==> config.mk <==
export PLATFORM = sky130hd
export DESIGN_NAME = draw_scheduler_flat
export DESIGN_NICKNAME = d
export VERILOG_FILES = /design/src/rtl/draw_scheduler_pkg.sv /design/src/rtl/draw_scheduler_if.sv /design/src/rtl/draw_scheduler_port_mux.sv /design/src/rtl/draw_scheduler.sv /design/src/flat_wrapper.sv
export SDC_FILE = /design/constraint.sdc
export NUM_CORES = 1
export LEC_CHECK = 0
export ABC_AREA = 1
export ABC_CLOCK_PERIOD_IN_PS = 3100
export CAP_MARGIN = 30
export CORE_AREA = 2 2 87 89
export CTS_CLUSTER_DIAMETER = 120
export DETAILED_ROUTE_END_ITERATION = 12
export DIE_AREA = 0 0 89 91
export PLACE_DENSITY = 0.93
export SYNTH_ARGS = -nofsm -noshare
export SYNTH_HDL_FRONTEND = slang
export SYNTH_HIERARCHICAL = 1
export SYNTH_SLANG_ARGS = --single-unit
==> constraint.sdc <==
create_clock -name clk -period 3.1 [get_ports clk]
set_input_delay 0.62 -clock clk [delete_from_list [all_inputs] [get_ports clk]]
set_output_delay 0.62 -clock clk [all_outputs]
set_load 0.01 [all_outputs]
==> src/rtl/draw_scheduler_pkg.sv <==
// draw_scheduler_pkg: shared definitions for the per-frame draw scheduler.
//   - Default pixel bus widths. The car/tower draw engines and the VGA adapter
//     use the same widths.
//   - Scheduler FSM state encoding.
package draw_scheduler_pkg;

  localparam int DEF_NUM_REQ   = 4;
  localparam int DEF_COORD_W   = 15;  // {y[6:0], x[7:0]}
  localparam int DEF_COLOUR_W  = 9;
  localparam int DEF_TIMEOUT_W = 16;

  typedef enum logic [2:0] {
    ST_IDLE   = 3'd0,
    ST_SCAN   = 3'd1,
    ST_START  = 3'd2,
    ST_ACTIVE = 3'd3,
    ST_NEXT   = 3'd4
  } sched_state_e;

endpackage

==> src/rtl/draw_scheduler_if.sv <==
// draw_scheduler_if: frame-control, engine handshake and pixel bus between the
// draw engines and the scheduler.
//   master : engine/frame side. It drives frame_tick, req, done, wren_in,
//            coord_in and colour_in.
//   slave  : the scheduler. It drives start, grant, vga_* and the status flags.
// Per-engine buses are packed with engine i at [i*W +: W].
interface draw_scheduler_if
  import draw_scheduler_pkg::*;
#(
  parameter int NUM_REQ  = DEF_NUM_REQ,
  parameter int COORD_W  = DEF_COORD_W,
  parameter int COLOUR_W = DEF_COLOUR_W
);
  logic                          frame_tick;
  logic [NUM_REQ-1:0]            req;
  logic [NUM_REQ-1:0]            done;
  logic [NUM_REQ-1:0]            wren_in;
  logic [NUM_REQ*COORD_W-1:0]    coord_in;
  logic [NUM_REQ*COLOUR_W-1:0]   colour_in;
  logic [NUM_REQ-1:0]            start;
  logic [NUM_REQ-1:0]            grant;
  logic                          vga_wren;
  logic [COORD_W-1:0]            vga_coord;
  logic [COLOUR_W-1:0]           vga_colour;
  logic                          frame_busy;
  logic                          overrun;
  logic                          timeout_err;

  modport master (
    output frame_tick, req, done, wren_in, coord_in, colour_in,
    input  start, grant, vga_wren, vga_coord, vga_colour,
           frame_busy, overrun, timeout_err
  );

  modport slave (
    input  frame_tick, req, done, wren_in, coord_in, colour_in,
    output start, grant, vga_wren, vga_coord, vga_colour,
           frame_busy, overrun, timeout_err
  );
endinterface

==> src/rtl/draw_scheduler_port_mux.sv <==
// draw_port_mux: zero-latency selector for the shared VGA write port.
//   idx        : index of the engine that owns the port
//   gnt_vld    : an engine currently holds the grant
//   wren_in, coord_in, colour_in : packed per-engine pixel buses
//   vga_wren, vga_coord, vga_colour : pixel of the owning engine. All are 0
//                                     when no engine holds the grant.
module draw_port_mux #(
  parameter int NUM_REQ  = 4,
  parameter int COORD_W  = 15,
  parameter int COLOUR_W = 9,
  parameter int IDX_W    = 2
) (
  input  logic [IDX_W-1:0]            idx,
  input  logic                        gnt_vld,
  input  logic [NUM_REQ-1:0]          wren_in,
  input  logic [NUM_REQ*COORD_W-1:0]  coord_in,
  input  logic [NUM_REQ*COLOUR_W-1:0] colour_in,
  output logic                        vga_wren,
  output logic [COORD_W-1:0]          vga_coord,
  output logic [COLOUR_W-1:0]         vga_colour
);
  // The packed 2-D layout matches the flat bus packing, so a plain assignment
  // reshapes the bus.
  logic [NUM_REQ-1:0][COORD_W-1:0]  coord_arr;
  logic [NUM_REQ-1:0][COLOUR_W-1:0] colour_arr;

  assign coord_arr  = coord_in;
  assign colour_arr = colour_in;

  always_comb begin
    vga_wren   = 1'b0;
    vga_coord  = '0;
    vga_colour = '0;
    if (gnt_vld) begin
      vga_wren   = wren_in[idx];
      vga_coord  = coord_arr[idx];
      vga_colour = colour_arr[idx];
    end
  end
endmodule

==> src/rtl/draw_scheduler.sv <==
// draw_scheduler: per-frame sequencer and arbiter for the VGA write port.
//   On each frame_tick it takes a snapshot of req. It then serves the engines
//   in that snapshot one at a time, in index order:
//     1. a 1-cycle start pulse to the engine,
//     2. the grant is held until the engine pulses done, or until the
//        watchdog expires,
//     3. the scheduler moves to the next index.
//   clk, reset : clock; asynchronous active-high reset
//   bus        : draw_scheduler_if.slave. It carries frame_tick, req, done and
//                the per-engine pixel buses in. It carries start, grant, the
//                vga_* pixel, frame_busy, and the sticky overrun/timeout_err
//                flags out.
module draw_scheduler
  import draw_scheduler_pkg::*;
#(
  parameter int NUM_REQ   = DEF_NUM_REQ,
  parameter int COORD_W   = DEF_COORD_W,
  parameter int COLOUR_W  = DEF_COLOUR_W,
  parameter int TIMEOUT_W = DEF_TIMEOUT_W
) (
  input logic              clk,
  input logic              reset,
  draw_scheduler_if.slave  bus
);
  localparam int IDX_W = (NUM_REQ > 1) ? $clog2(NUM_REQ) : 1;
  localparam logic [IDX_W-1:0] LAST_IDX = IDX_W'(NUM_REQ - 1);

  sched_state_e           state_q, state_d;
  logic [IDX_W-1:0]       idx_q, idx_d;
  logic [NUM_REQ-1:0]     snap_q, snap_d;
  logic [TIMEOUT_W-1:0]   wdog_q, wdog_d;
  logic [NUM_REQ-1:0]     start_q, start_d;
  logic [NUM_REQ-1:0]     grant_q, grant_d;
  logic                   busy_q, busy_d;
  logic                   overrun_q, overrun_d;
  logic                   tout_q, tout_d;

  always_comb begin
    state_d   = state_q;
    idx_d     = idx_q;
    snap_d    = snap_q;
    wdog_d    = wdog_q;
    overrun_d = overrun_q;
    tout_d    = tout_q;

    case (state_q)
      ST_IDLE: begin
        if (bus.frame_tick) begin
          snap_d  = bus.req;
          idx_d   = '0;
          state_d = ST_SCAN;
        end
      end
      // Skip one index per cycle until a snapshotted requester is found.
      ST_SCAN: begin
        if (snap_q[idx_q])          state_d = ST_START;
        else if (idx_q == LAST_IDX) state_d = ST_IDLE;
        else                        idx_d   = idx_q + IDX_W'(1);
      end
      ST_START: begin
        wdog_d  = '0;
        state_d = ST_ACTIVE;
      end
      // done is only honoured here, and only from the granted engine.
      // An engine that stays silent is abandoned when the watchdog saturates.
      ST_ACTIVE: begin
        wdog_d = wdog_q + TIMEOUT_W'(1);
        if (bus.done[idx_q]) begin
          state_d = ST_NEXT;
        end else if (wdog_q == '1) begin
          tout_d  = 1'b1;
          state_d = ST_NEXT;
        end
      end
      ST_NEXT: begin
        snap_d[idx_q] = 1'b0;
        if (idx_q == LAST_IDX) begin
          state_d = ST_IDLE;
        end else begin
          idx_d   = idx_q + IDX_W'(1);
          state_d = ST_SCAN;
        end
      end
      default: state_d = ST_IDLE;
    endcase

    // A tick outside IDLE is dropped and flagged. This includes the
    // NEXT->IDLE cycle of the last engine.
    if (bus.frame_tick && (state_q != ST_IDLE)) overrun_d = 1'b1;

    // Outputs are registered, so they are decoded from the next state.
    start_d = '0;
    grant_d = '0;
    if (state_d == ST_START || state_d == ST_ACTIVE) grant_d[idx_d] = 1'b1;
    if (state_d == ST_START)                         start_d[idx_d] = 1'b1;
    busy_d = (state_d != ST_IDLE);
  end

  always_ff @(posedge clk or posedge reset) begin
    if (reset) begin
      state_q   <= ST_IDLE;
      idx_q     <= '0;
      snap_q    <= '0;
      wdog_q    <= '0;
      start_q   <= '0;
      grant_q   <= '0;
      busy_q    <= 1'b0;
      overrun_q <= 1'b0;
      tout_q    <= 1'b0;
    end else begin
      state_q   <= state_d;
      idx_q     <= idx_d;
      snap_q    <= snap_d;
      wdog_q    <= wdog_d;
      start_q   <= start_d;
      grant_q   <= grant_d;
      busy_q    <= busy_d;
      overrun_q <= overrun_d;
      tout_q    <= tout_d;
    end
  end

  assign bus.start       = start_q;
  assign bus.grant       = grant_q;
  assign bus.frame_busy  = busy_q;
  assign bus.overrun     = overrun_q;
  assign bus.timeout_err = tout_q;

  // grant_q is one-hot at idx_q whenever it is nonzero, so idx_q selects the owner.
  draw_port_mux #(
    .NUM_REQ  (NUM_REQ),
    .COORD_W  (COORD_W),
    .COLOUR_W (COLOUR_W),
    .IDX_W    (IDX_W)
  ) u_mux (
    .idx        (idx_q),
    .gnt_vld    (|grant_q),
    .wren_in    (bus.wren_in),
    .coord_in   (bus.coord_in),
    .colour_in  (bus.colour_in),
    .vga_wren   (bus.vga_wren),
    .vga_coord  (bus.vga_coord),
    .vga_colour (bus.vga_colour)
  );
endmodule

==> src/flat_wrapper.sv <==
// flat-port wrapper written by rule: the top's interface ports become plain ports
module draw_scheduler_flat import draw_scheduler_pkg::*;
#(
  parameter int NUM_REQ   = DEF_NUM_REQ,
  parameter int COORD_W   = DEF_COORD_W,
  parameter int COLOUR_W  = DEF_COLOUR_W,
  parameter int TIMEOUT_W = DEF_TIMEOUT_W
)
  (clk, reset, bus_frame_tick, bus_req, bus_done, bus_wren_in, bus_coord_in, bus_colour_in, bus_start, bus_grant, bus_vga_wren, bus_vga_coord, bus_vga_colour, bus_frame_busy, bus_overrun, bus_timeout_err);
  draw_scheduler_if #(.NUM_REQ(NUM_REQ), .COORD_W(COORD_W), .COLOUR_W(COLOUR_W)) bus_i ();
  input logic clk;
  input logic reset;
  input wire logic [$bits(bus_i.frame_tick)-1:0] bus_frame_tick;
  input wire logic [$bits(bus_i.req)-1:0] bus_req;
  input wire logic [$bits(bus_i.done)-1:0] bus_done;
  input wire logic [$bits(bus_i.wren_in)-1:0] bus_wren_in;
  input wire logic [$bits(bus_i.coord_in)-1:0] bus_coord_in;
  input wire logic [$bits(bus_i.colour_in)-1:0] bus_colour_in;
  output wire logic [$bits(bus_i.start)-1:0] bus_start;
  output wire logic [$bits(bus_i.grant)-1:0] bus_grant;
  output wire logic [$bits(bus_i.vga_wren)-1:0] bus_vga_wren;
  output wire logic [$bits(bus_i.vga_coord)-1:0] bus_vga_coord;
  output wire logic [$bits(bus_i.vga_colour)-1:0] bus_vga_colour;
  output wire logic [$bits(bus_i.frame_busy)-1:0] bus_frame_busy;
  output wire logic [$bits(bus_i.overrun)-1:0] bus_overrun;
  output wire logic [$bits(bus_i.timeout_err)-1:0] bus_timeout_err;
  assign bus_i.frame_tick = bus_frame_tick;
  assign bus_i.req = bus_req;
  assign bus_i.done = bus_done;
  assign bus_i.wren_in = bus_wren_in;
  assign bus_i.coord_in = bus_coord_in;
  assign bus_i.colour_in = bus_colour_in;
  assign bus_start = bus_i.start;
  assign bus_grant = bus_i.grant;
  assign bus_vga_wren = bus_i.vga_wren;
  assign bus_vga_coord = bus_i.vga_coord;
  assign bus_vga_colour = bus_i.vga_colour;
  assign bus_frame_busy = bus_i.frame_busy;
  assign bus_overrun = bus_i.overrun;
  assign bus_timeout_err = bus_i.timeout_err;
  draw_scheduler #(.NUM_REQ(NUM_REQ), .COORD_W(COORD_W), .COLOUR_W(COLOUR_W), .TIMEOUT_W(TIMEOUT_W)) u_core (.clk(clk), .reset(reset), .bus(bus_i));
endmodule
==> impl_metrics.env, run 1 <==
export IMPL_yosysWarningCount=6
export IMPL_grt_pass1_vias=3718
export IMPL_io_pins=147
export IMPL_cts_root_buf="clkbuf_8"
export IMPL_clockBufferDepth=2
export IMPL_synth_top_family_by_area="simple AND/OR/NAND/NOR gates"
export IMPL_cp_cell_sequence="inv_4 -> nand2_1 -> nand3_1 -> a21oi_1 -> clkdlybuf4s50_1"
export IMPL_post_drt_wl_per_cell_um=14.03
export IMPL_core_mm2=0.007137
export IMPL_num_rows=31
export IMPL_syn_to_final_growth_pct=50.51
export IMPL_dp_hpwl_um=8592
export IMPL_synth_yosys_seq_area_share_pct=28.48
export IMPL_min_period_ns=2.815
export IMPL_wl_met3_um=1131
export IMPL_timing_hold_ws_ns=0.4763
export IMPL_cts_sinks=36
export IMPL_wl_met1_um=3852
export IMPL_synth_area_leaders="dfrtp_1 (28%), nand2_1 (19%), inv_1 (16%)"
export IMPL_syn_avg_cell_area_um2=5.879
export IMPL_slew_violations=0
export IMPL_io_buffers=146
export IMPL_final_area_mm2=0.004761
export IMPL_wirelength_um=10920
export IMPL_worstSetupPathType="reg -> out"
export IMPL_slowest_delay_ns=0.61
export IMPL_min_period_over_period_pct=90.80
export IMPL_grt_max_degree=51
export IMPL_synth_compound_area_share_pct=9.533
export IMPL_synth_simple_gate_area_share_pct=39.20
export IMPL_highest_layer="met4"
export IMPL_vias_per_cell=4.972
export IMPL_synthCells=538
export IMPL_rsz0062_at_grt="false"
export IMPL_drt_first_iter_violations=232
export IMPL_synthXorXnorAreaFrac_pct=1.108
export IMPL_cts_tree="done"
export IMPL_clk_pin_slew_ns=0.07
export IMPL_start_kind="register"
export IMPL_antenna_found_initial=0
export IMPL_slew_headroom_pct=49.14
export IMPL_finalClockSkew_ns=0.006644
export IMPL_syn_area_mm2=0.003163
export IMPL_drc=0
export IMPL_nNetsFinal=790
export IMPL_htreeDepth=2
export IMPL_tns_ns=0
export IMPL_setup_violations=0
export IMPL_place_area_mm2=0.004647
export IMPL_cap_viol_max_count=0
export IMPL_crit_arrival_ns=2.19
export IMPL_swShare_pct=46.34
export IMPL_intPower_w=0.001779
export IMPL_status="finished, final reports clean"
export IMPL_cts_inserted_buffers=5
export IMPL_synth_nets=650
export IMPL_critical_path_top_delay_family="buffers and inverters"
export IMPL_path_buf_inv=2
export IMPL_irDropWorstVdd_uv=401.4
export IMPL_synth_fa_ha_area_share_pct=0.3956
export IMPL_synth_cell_types=33
export IMPL_finalHoldViolations=0
export IMPL_crit_required_ns=2.48
export IMPL_yosysTopAreaCell="dfrtp_1"
export IMPL_final_antenna_net_count=0
export IMPL_path_max_fanout=50
export IMPL_first_pass_iters=5
export IMPL_initial_core_util_pct=44.32
export IMPL_yosys_register_bits=36
export IMPL_crit_slowest_cell="dfrtp_4"
export IMPL_final_core_util_pct=66.71
export IMPL_worst_pin_slew_ns=0.7620
export IMPL_clkPwrFrac_pct=12.1
export IMPL_grt_remaining_overflow=0
export IMPL_p_comb_share_pct=67.0
export IMPL_die_h_um=91
export IMPL_synth_area_mux_share_pct=0
export IMPL_synth_top_area_share_pct=28.48
export IMPL_hp_class="reg -> reg"
export IMPL_diodes=0
export IMPL_leakage_nw=2.489
export IMPL_vias=3868
export IMPL_grt_pass1_wl_um=16880
export IMPL_wl_met2_um=5582
export IMPL_grt_use_total_pct=26.31
export IMPL_die_width_um=89
export IMPL_die_area_mm2=0.008099
export IMPL_final_common_cell="nand2_1"
export IMPL_cp_end_kind="output port"
export IMPL_most_common_layout_cells="nand2_1 (161), clkdlybuf4s50_1 (146), inv_1 (131), nand3_1 (74), a21oi_1 (37)"
export IMPL_pwr_share_seq_pct=20.9
export IMPL_gp_congestion=1.006
export IMPL_switchingPower_w=0.001536
export IMPL_clk_latency_ns=0.29
export IMPL_max_freq_mhz=355.3
export IMPL_power_density_mw_per_mm2=696.3
export IMPL_final_layout_size_suffix_gt1_share_pct=5.155
Yosys cell counts (all sizes together):
master  number
o21bai       1
o22ai        1
nor2        31
buf         19
a32o         1
a21oi       37
a22o         2
ha           1
o21ai       15
nor3b        1
xor2         3
or2          3
clkbuf       2
xnor2        1
nor3         5
nand2      164
clkinv       1
nand4        4
nand3       75
dfrtp       36
or4          1
inv        134
state kept, by name (all words and copies together) (netlist names):
register,cells
u_core/bus.overrun,1
u_core/bus.timeout_err,1
u_core/bus.start,4
u_core/snap_q,4
u_core/bus.grant,4
u_core/bus.frame_busy,1
u_core/wdog_q,16
u_core/state_q,3
u_core/idx_q,2
cells by family after synthesis:
group,count (synthesis)
AO/OA/AOI/OAI,57
XOR/XNOR,4
adder cells (fa/ha/maj),1
buffers and inverters,156
flip-flops,36
AND/OR/NAND/NOR,284
worst reg2reg max path, delay by kind of cell (launching register included):
family | cells | cell delay, ns
buffers and inverters | 2 | 0.39
DFF | 1 | 0.61
and+or+nand+nor | 8 | 0.85
metal layers:
metal / vias to the layer above / global-route usage, %
met1: 1738 / 28.11
met3: 31 / 6.909
met2: 198 / 48.13
met5: - / 0
met4: 0 / 9.950
li1: 1901 / -
worst paths after layout:
| check | from | end | slack, ns | cells after the start |
|---|---|---|---|---|
| min in group asynchronous | reset | u_core/state_q[1] | 0.78 | 2 |
| max in group asynchronous | reset | u_core/idx_q[0] | 1.68 | 3 |
| worst max-delay path | u_core/idx_q[0] | bus_vga_colour[8] | 0.29 | 5 |
| worst min register to register | u_core/bus.overrun | u_core/bus.overrun | 0.48 | 1 |
| worst min-delay path | u_core/bus.overrun | u_core/bus.overrun | 0.48 | 1 |
| worst max register to register | u_core/idx_q[0] | u_core/bus.frame_busy | 1.12 | 10 |
timing repair:
item	in CTS	in global routing
buffers inserted	0	0
endpoints found under the setup margin	0	1
hold buffers	0	0
resized for setup	0	1
cell type report:
| cell class | instances | area, um^2 |
|---|---|---|
| multi-input combinational | 346 | 1589 |
| clock buffer | 5 | 68.82 |
| timing repair buffer | 154 | 1521 |
| inverter | 135 | 510.5 |
| tap | 99 | 123.9 |
| clock inverter | 3 | 42.54 |
| fill | 599 | 2376 |
| sequential | 36 | 904.6 |
stage by stage:
stage,instances,setup slack [ns],power (W)
after floorplan,538,1.037,0.002016
after global placement,770,0.3741,0.002833
after detailed placement,770,0.3859,0.002892
after CTS,778,0.1363,0.003305
after global routing,778,0.1479,0.003560
final,778,0.2853,0.003315
power groups by stage:
stage | clock (W) | sequential (W) | combinational, W
after floorplan | 0 | 0.000656 | 0.00136
after global placement | 0 | 0.000690 | 0.00214
after detailed placement | 0 | 0.000698 | 0.00219
after CTS | 0.000411 | 0.000689 | 0.00220
after global routing | 0.000433 | 0.000709 | 0.00242
final | 0.000402 | 0.000693 | 0.00222
No activity file was read; power rests on OpenSTA's default activity.
==> inputs of run 2 (changes only) <==
TNS_END_PERCENT = 100   (was not set)
==> results of run 2 <==
Same layout as run 1: the final DEF is identical, and so are final timing and power.
